**src/rtl/keypad_pkg.sv**
```systemverilog
// Shared constants, FSM state type and small helpers for the 4x5 keypad scanner.
package keypad_pkg;

    localparam int unsigned NUM_COLS   = 5;
    localparam int unsigned NUM_ROWS   = 4;
    localparam int unsigned CODE_W     = 5;
    localparam int unsigned FIFO_DEPTH = 4;

    typedef enum logic [1:0] {
        StScan,
        StPressDb,
        StHeld,
        StRelDb
    } state_t;

    // Lowest-indexed row that is pulled low; 0 when none is low.
    function automatic logic [1:0] lowest_row(input logic [NUM_ROWS-1:0] row_n);
        logic [1:0] idx;
        idx = 2'd0;
        for (int i = NUM_ROWS - 1; i >= 0; i--) begin
            if (!row_n[i]) idx = 2'(i);
        end
        return idx;
    endfunction

    function automatic logic [2:0] next_col(input logic [2:0] col);
        return (col == 3'(NUM_COLS - 1)) ? 3'd0 : col + 3'd1;
    endfunction

endpackage

```
**src/rtl/keypad_fifo.sv**
```systemverilog
// Small code FIFO for the keypad scanner; head output holds the last shown code
// once the FIFO drains so the consumer never sees stale slot contents.
module keypad_fifo
    import keypad_pkg::*;
(
    input  logic              clk,
    input  logic              rst_n,
    input  logic              push,
    input  logic [CODE_W-1:0] push_data,
    input  logic              pop,
    output logic              full,
    output logic              not_empty,
    output logic [CODE_W-1:0] head
);

    localparam int unsigned PTR_W = $clog2(FIFO_DEPTH);
    localparam int unsigned CNT_W = PTR_W + 1;

    logic [CODE_W-1:0] mem_q [FIFO_DEPTH];
    logic [PTR_W-1:0]  rd_ptr_q, wr_ptr_q;
    logic [CNT_W-1:0]  count_q;
    logic [CODE_W-1:0] last_q;
    logic              do_push, do_pop;

    assign full      = (count_q == CNT_W'(FIFO_DEPTH));
    assign not_empty = (count_q != '0);
    assign do_pop    = pop && not_empty;
    assign do_push   = push && (!full || do_pop);
    assign head      = not_empty ? mem_q[rd_ptr_q] : last_q;

    always_ff @(posedge clk) begin
        if (do_push) mem_q[wr_ptr_q] <= push_data;
    end

    always_ff @(posedge clk or negedge rst_n) begin
        if (!rst_n) begin
            rd_ptr_q <= '0;
            wr_ptr_q <= '0;
            count_q  <= '0;
            last_q   <= '0;
        end else begin
            if (do_push) wr_ptr_q <= wr_ptr_q + PTR_W'(1);
            if (do_pop)  rd_ptr_q <= rd_ptr_q + PTR_W'(1);
            if (do_push && !do_pop) begin
                count_q <= count_q + CNT_W'(1);
            end else if (!do_push && do_pop) begin
                count_q <= count_q - CNT_W'(1);
            end
            if (not_empty) last_q <= mem_q[rd_ptr_q];
        end
    end

endmodule

```
**src/rtl/keypad_scan.sv**
```systemverilog
// 4x5 matrix keypad scanner with debounce and a consumer read handshake.
// Define KEYPAD_FIFO_EN to buffer codes in a 4-entry FIFO instead of one register.
module keypad_scan
    import keypad_pkg::*;
#(
    parameter int unsigned SCAN_DIV     = 50000,
    parameter int unsigned DEBOUNCE_CNT = 250000
) (
    input  logic                clk,
    input  logic                rst_n,
    input  logic [NUM_ROWS-1:0] key_row,
    output logic [NUM_COLS-1:0] key_col,
    input  logic                readn,
    output logic [CODE_W-1:0]   key_code,
    output logic                key_ready,
    output logic                overrun
);

    localparam int unsigned SCAN_W = $clog2(SCAN_DIV + 1);
    localparam int unsigned DB_W   = $clog2(DEBOUNCE_CNT + 1);
    localparam logic [SCAN_W-1:0] SCAN_LAST = SCAN_W'(SCAN_DIV - 1);
    localparam logic [DB_W-1:0]   DB_LAST   = DB_W'(DEBOUNCE_CNT - 1);

    state_t              state_q, state_d;
    logic [NUM_ROWS-1:0] row_s1_q, row_s2_q;
    logic [2:0]          col_q, col_d;
    logic [1:0]          row_sel_q, row_sel_d;
    logic [SCAN_W-1:0]   scan_cnt_q, scan_cnt_d;
    logic [DB_W-1:0]     db_cnt_q, db_cnt_d;
    logic                overrun_q;
    logic                any_low, push, pop, full, drop;
    logic [1:0]          sel_row;
    logic [CODE_W-1:0]   push_code;

    assign any_low   = ~&row_s2_q;
    assign sel_row   = lowest_row(row_s2_q);
    assign push_code = {col_q, row_sel_q};
    assign key_col   = ~(NUM_COLS'(1) << col_q);

    always_comb begin
        state_d    = state_q;
        col_d      = col_q;
        row_sel_d  = row_sel_q;
        scan_cnt_d = scan_cnt_q;
        db_cnt_d   = db_cnt_q;
        push       = 1'b0;
        unique case (state_q)
            StScan: begin
                if (scan_cnt_q == SCAN_LAST) begin
                    scan_cnt_d = '0;
                    if (any_low) begin
                        state_d   = StPressDb;
                        row_sel_d = sel_row;
                        db_cnt_d  = '0;
                    end else begin
                        col_d = next_col(col_q);
                    end
                end else begin
                    scan_cnt_d = scan_cnt_q + SCAN_W'(1);
                end
            end
            StPressDb: begin
                // Losing the latched row or a lower row taking over restarts detection.
                if (row_s2_q[row_sel_q] || (sel_row != row_sel_q)) begin
                    state_d    = StScan;
                    db_cnt_d   = '0;
                    scan_cnt_d = '0;
                end else if (db_cnt_q == DB_LAST) begin
                    push     = 1'b1;
                    state_d  = StHeld;
                    db_cnt_d = '0;
                end else begin
                    db_cnt_d = db_cnt_q + DB_W'(1);
                end
            end
            StHeld: begin
                if (!any_low) begin
                    state_d  = StRelDb;
                    db_cnt_d = '0;
                end
            end
            StRelDb: begin
                if (any_low) begin
                    state_d  = StHeld;
                    db_cnt_d = '0;
                end else if (db_cnt_q == DB_LAST) begin
                    state_d    = StScan;
                    col_d      = next_col(col_q);
                    scan_cnt_d = '0;
                    db_cnt_d   = '0;
                end else begin
                    db_cnt_d = db_cnt_q + DB_W'(1);
                end
            end
            default: state_d = StScan;
        endcase
    end

    always_ff @(posedge clk or negedge rst_n) begin
        if (!rst_n) begin
            state_q    <= StScan;
            row_s1_q   <= '1;
            row_s2_q   <= '1;
            col_q      <= '0;
            row_sel_q  <= '0;
            scan_cnt_q <= '0;
            db_cnt_q   <= '0;
            overrun_q  <= 1'b0;
        end else begin
            state_q    <= state_d;
            row_s1_q   <= key_row;
            row_s2_q   <= row_s1_q;
            col_q      <= col_d;
            row_sel_q  <= row_sel_d;
            scan_cnt_q <= scan_cnt_d;
            db_cnt_q   <= db_cnt_d;
            overrun_q  <= drop;
        end
    end

    assign pop     = key_ready && !readn;
    assign drop    = push && full && !pop;
    assign overrun = overrun_q;

`ifdef KEYPAD_FIFO_EN
    keypad_fifo u_fifo (
        .clk       (clk),
        .rst_n     (rst_n),
        .push      (push),
        .push_data (push_code),
        .pop       (pop),
        .full      (full),
        .not_empty (key_ready),
        .head      (key_code)
    );
`else
    logic [CODE_W-1:0] code_q;
    logic              ready_q;

    always_ff @(posedge clk or negedge rst_n) begin
        if (!rst_n) begin
            code_q  <= '0;
            ready_q <= 1'b0;
        end else if (push && (!ready_q || pop)) begin
            code_q  <= push_code;
            ready_q <= 1'b1;
        end else if (pop) begin
            ready_q <= 1'b0;
        end
    end

    assign full      = ready_q;
    assign key_code  = code_q;
    assign key_ready = ready_q;
`endif

endmodule
```
**config.mk**
```make
export PLATFORM = sky130hd
export DESIGN_NAME = keypad_scan
export DESIGN_NICKNAME = d
export VERILOG_FILES = /design/src/rtl/keypad_pkg.sv /design/src/rtl/keypad_fifo.sv /design/src/rtl/keypad_scan.sv
export SDC_FILE = /design/constraint.sdc
export NUM_CORES = 1
export LEC_CHECK = 0
export ABC_AREA = 1
export ABC_CLOCK_PERIOD_IN_PS = 1900
export BUFFER_PORTS_ARGS = -buffer_cell sky130_fd_sc_hd__buf_4
export CELL_PAD_IN_SITES_DETAIL_PLACEMENT = 1
export CELL_PAD_IN_SITES_GLOBAL_PLACEMENT = 1
export CORE_MARGIN = 4
export CORE_UTILIZATION = 45
export DETAILED_ROUTE_END_ITERATION = 7
export PLACE_DENSITY_LB_ADDON = 0.25
export SYNTH_ARGS = -nofsm -noshare
export SYNTH_HDL_FRONTEND = slang
export SYNTH_SLANG_ARGS = --single-unit
```
**constraint.sdc**
```tcl
create_clock -name clk -period 1.9 [get_ports clk]
set_input_delay 0.38 -clock clk [delete_from_list [all_inputs] [get_ports clk]]
set_output_delay 0.38 -clock clk [all_outputs]
set_load 0.005 [all_outputs]
```
==> flow_summary.toml, run 1 <==
[setup_path]
crit_required_ns = 2.11
cp_max_fo = 12
arrival_ns = 2.01
crit_type = "reg -> reg"
cp-end-kind = "register"
start_kind = "register"

[run]
cap_violations = 0

[placement]
postPlaceCellArea_um2 = 3860
portBuffers = 18
place_inst = 612
dp_hpwl_um = 7150
gp_congestion = 0.887

[routing]
ant_nets = 0
viasPerCell = 5.44
vias = 3389
drtIter0Drc = 92
drc = 0
wirelength_um = 9840
detail_route.first_pass.iterations = 4
avgRoutedWirePerCell_um = 15.8

[power_and_ir_drop]
power_density_nw_per_um2 = 520
switchingPower_w = 0.000482
power_frac_seq_pct = 57.5
switching_share_pct = 22.9
p_leak_nw = 1.96
internal_power_w = 0.00162
clkPwrFrac_pct = 39.3
p_comb_share_pct = 3.2
ir_drop_v = 0.000327

[logic_synthesis]
netlist.top_cell.by_area = "dfrtp_1"
ys_seq_area_share_pct = 39.5
syn_nets = 506
synth_area_per_cell_um2 = 7.27
netlist_instances = 492
synth_cell_type_count = 34
ys_seq_elements = 56
synth_area_leaders = "dfrtp_1 34%, nand2_1 16%, nand3_1 9.8%"
yosysTopAreaCellShare_pct = 33.6
synth_area_um2 = 3570
synth_warnings = 0

[global_routing]
antenna_found_initial = 0
grt_max_degree = 57
grt_pass1_vias = 3526
grt_usage_pct = 21.4
grt_pass1_wl_um = 17000
grt-ovfl-total = 0

[timing]
hold_viol = 0
finClkSkew_ns = 0.0101
setup_violations = 0
setup-tns-final_ns = 0
finalMaxSlewViolations = 0
min_period_ns = 1.80
slew_headroom_pct = 51.9
tightest_slew_ns = 0.721
timing.fmax_mhz = 557
rsz0062_at_grt = "yes"
fin_crit_sh_pct = 94.5

[cts]
insertion_delay_ns = 0.32
cts_tree = "built"
cts_buffers = 5
h-tree-depth = 2
clockBufferDepth = 2
cts_hold_buffers = 0
root_buffer = "clkbuf_8"
cts.sinks = 56
clk_pin_slew_ns = 0.11

[die]
ioPinCount = 19
initial_core_util_pct = 46.3
rows = 32
coreArea_um2 = 7730
die_h_um = 97.1
die_width_um = 97.1
die_area_um2 = 9430

[finish]
stdcell_count = 623
final_nets = 534
layout_commonest_cell = "nand2_1"
area_delta_synth_final_pct = 13.3
drive_above_1_share_pct = 17.3
design_area_um2 = 4050
antenna_cells = 0
nFillCells = 1000
final_cell_mix = "147 x nand2_1, 68 x nand3_1, 49 x inv_1, 48 x dfrtp_1, 42 x nor2_1"
final_core_util_pct = 52.4

[worst_hold_path]
min-delay-path-class = "in -> async"

[run_status]
status = "complete, no violations"
## cells in the mapped netlist, drive strengths merged
cell    number
nand3       72
or2          2
ha           7
nor3        10
dfrtp       48
and3         1
o211ai       1
nand3b       1
clkbuf       5
xnor2        3
nand4       21
a31o         1
buf          8
a21boi       1
inv         55
xor2        14
o21bai       1
dfstp        8
nor2        50
nand2      154
o21ai       22
a21oi        5
nor4         2
## worst paths after layout
path	start	end	slack [ns]	cells after the start
hold / removal	rst_n	key_code[3]	0.1	1
max in group asynchronous	rst_n	scan_cnt_q[13]	1.31	1
setup / recovery	row_s2_q[2]	scan_cnt_q[13]	0.10	9
setup reg to reg	row_s2_q[2]	scan_cnt_q[13]	0.10	9
hold reg to reg	row_s1_q[2]	row_s2_q[2]	0.36	0
min in group clk	key_row[2]	row_s1_q[2]	0.15	1
## per-layer routing
metal	global-route usage [%]	wire, um	share of wire [%]	up-vias
met1	27.3	4340	44	1676
met4	4.32	121	1.2	0
met5	0	0	0	-
li1	-	-	-	1648
met2	38.4	5150	52	53
met3	3.09	231	2.3	12
## area by class of cell
cell class	count	area, um2	share of cell area (%)
inverter	55	211	5.22
sequential	56	1410	34.8
multi-input combinational	369	1940	47.9
clock inverter	2	38.8	0.957
clock buffer	6	72.6	1.79
timing repair buffer	33	248	6.11
tap	102	128	3.15
## registers in the layout, summed over array words and instances (netlist names)
name	count
col_q	3
db_cnt_q	18
key_code	5
key_ready	1
overrun	1
row_s1_q	4
row_s2_q	4
row_sel_q	2
scan_cnt_q	16
state_q	2
## critical path: stages, from the launching register on
cell and delay (ns):
dfstp_2 0.56, nand2_1 0.07, nand2_1 0.14, inv_1 0.06, a21oi_1 0.23, nor2_4 0.07, nand2_4 0.14, nand3_4 0.23
nand2_1 0.13, nand2_1 0.05
## stage by stage
step / hold WS, ns / setup WS [ns] / total power, W
6_report: 0.0999 / 0.104 / 0.00211
5_1_grt: 0.134 / -0.0413 / 0.00219
4_1_cts: 0.131 / -0.00295 / 0.00212
3_5_place_dp: 0.347 / 0.0206 / 0.00130
3_3_place_gp: 0.345 / 0.0895 / 0.00130
2_1_floorplan: 0.0844 / 0.189 / 0.00126
## cell families (layout without fill, tap and decap cells)
logic type      Yosys count  after routing  share of synthesized area (%)
simple gates            313            314                           40.3
flops                    56             56                           39.5
compound gates           31             31                           5.71
buf+inv                  68             96                           7.95
xor+xnor                 17             17                           4.17
fa+ha+maj                 7              7                           2.45
## power groups by stage
stage               Clock, W  Sequential, W  Combinational [W]
detailed placement         0        0.00123          0.0000684
floorplan                  0        0.00123          0.0000233
global route        0.000901        0.00121          0.0000769
CTS                 0.000841        0.00121          0.0000689
finish              0.000829        0.00121          0.0000667
global placement           0        0.00123          0.0000662
## what timing repair did
| action | CTS | global route |
|---|---|---|
| resized for setup | 0 | 16 |
| pin swaps | 1 | 4 |
| cloned | 0 | 1 |
| endpoints found under the setup margin | 2 | 44 |
| setup buffers | 0 | 2 |
No activity file was read; power rests on OpenSTA's default activity.
==> run 2, diff against run 1 <==
--- a/config.mk
+++ b/config.mk
@@ -11,7 +11,8 @@
 export CELL_PAD_IN_SITES_DETAIL_PLACEMENT = 1
 export CELL_PAD_IN_SITES_GLOBAL_PLACEMENT = 1
 export CORE_MARGIN = 4
-export CORE_UTILIZATION = 45
+export CORE_UTILIZATION = 35
+export CTS_BUF_LIST = sky130_fd_sc_hd__clkbuf_4 sky130_fd_sc_hd__clkbuf_8 sky130_fd_sc_hd__clkbuf_16
 export DETAILED_ROUTE_END_ITERATION = 7
 export PLACE_DENSITY_LB_ADDON = 0.25
 export SYNTH_ARGS = -nofsm -noshare
==> run 2 against run 1 <==
Compared with the run above: critical path depth rose by 2; count of clock-buffer cells in the layout did not move; via count fell by 1.7%; highest routed layer unchanged.
==> flow_summary.toml, run 2 (synthesis results as in run 1) <==
[routing]
wl_met3_um = 196
dr_wl_met2_um = 5160
detail_route.first_pass.iterations = 4
wirelength_um = 10100
drc = 0
maxUsedRoutingLayer = "met4"
vias = 3331
avgRoutedWirePerCell_um = 15.3
drtIter0Drc = 119
ant_nets = 0
wl_met1_um = 4540
viasPerCell = 5.07

[placement]
portBuffers = 18
dp_hpwl_um = 7340
pre_cts_ws_ns = 0.00834
gp_congestion = 0.875
place_inst = 647

[global_routing]
grt_max_degree = 57
grt_usage_pct = 18.1
grt_pass1_vias = 3502
grt-ovfl-total = 0
antenna_found_initial = 0
grt_pass1_wl_um = 17100

[power_and_ir_drop]
power_density_nw_per_um2 = 488
p_leak_nw = 1.96
ir_drop_v = 0.000267

[setup_path]
cp_max_fo = 12
cp-startpoint = "row_s2_q[0]"
r2r_cells = 11
reg2reg_from = "row_s2_q[0]"
arrival_ns = 1.98
crit_required_ns = 2.11
crit_type = "reg -> reg"
start_kind = "register"
cp-end-kind = "register"

[cts]
clk_pin_slew_ns = 0.11
cts_buffers = 5
h-tree-depth = 2
insertion_delay_ns = 0.32
cts_tree = "built"
clockBufferDepth = 2
cts.sinks = 56
root_buffer = "clkbuf_8"

[finish]
final_nets = 537
largest-register = "db_cnt_q"
drive_above_1_share_pct = 17.9
stdcell_count = 657
final_cell_mix = "148 x nand2_1, 68 x nand3_1, 49 x inv_1, 47 x dfrtp_1, 42 x nor2_1"
largest_register_ffs = 18
layout_commonest_cell = "nand2_1"
area_delta_synth_final_pct = 15.0
antenna_cells = 0
final_core_util_pct = 41.7
nFillCells = 1250

[run]
cap_violations = 0

[timing]
hold_slack_ns = 0.0290
slew_headroom_pct = 68.4
fin_crit_sh_pct = 92.9
tightest_slew_ns = 0.471
setup-tns-final_ns = 0
finalMaxSlewViolations = 0
min_period_ns = 1.77
timing.fmax_mhz = 566
worst_slack_ns = 0.134
finClkSkew_ns = 0.0103
setup_violations = 0
hold_viol = 0

[run_status]
status = "complete, no violations"

[die]
rows = 36
die_width_um = 109
die_h_um = 109
ioPinCount = 19
coreArea_um2 = 9860
die_area_um2 = 11900
initial_core_util_pct = 36.2

[worst_hold_path]
min-delay-path-class = "in -> async"
## run 2: worst paths after layout
kind,slack (ns),to
hold / removal,0.03,db_cnt_q[4]
setup reg to reg,0.13,scan_cnt_q[11]
hold reg to reg,0.36,row_s2_q[3]
min in group clk,0.16,row_s1_q[2]
max in group asynchronous,1.55,row_s1_q[0]
setup / recovery,0.13,scan_cnt_q[11]
## run 2: cell type report
class	instances	area, um2	area share (%)
clock buffer	6	82.6	2.01
clock inverter	2	15.0	0.365
inverter	55	211	5.14
multi-input combinational	369	1940	47.2
sequential	56	1410	34.4
tap	133	166	4.05
timing repair buffer	36	283	6.88
## run 2: critical path, stage by stage (launching register included)
cell and delay [ns]:
dfstp_2 0.57, nand2_1 0.06, inv_1 0.07, nand2_1 0.11
nand2_1 0.08, nand2_1 0.05, nand2_1 0.11, nor2_4 0.06
nand2_4 0.15, nand3_4 0.23, nand2_1 0.12, nand2_1 0.05
## run 2: timing repair
| action | in CTS | in global routing |
|---|---|---|
| pin swaps | 1 | 2 |
| setup buffers | 0 | 1 |
| hold buffers | 0 | 0 |
| gates cloned | 0 | 1 |
| gates resized for setup | 0 | 17 |
| endpoints found under the setup margin | 3 | 42 |
## run 2: layer usage
metal	up-vias	GRT usage, %
li1	1653	-
met3	13	2.66
met2	26	31.9
met4	0	5.32
met5	-	0
met1	1639	22.7
## run 2: power by group
group	total, W	switching [W]	internal (W)
clock network	0.000724	0.000427	0.000297
logic	0.0000719	0.0000499	0.0000221
registers	0.00121	0.00000453	0.00121
## run 2: stage by stage
stage	power, W	instance area, um2
finish	0.00201	4110
global route	0.00210	4110
CTS	0.00204	4040
detailed placement	0.00131	3940
global placement	0.00131	3940
floorplan	0.00126	3570
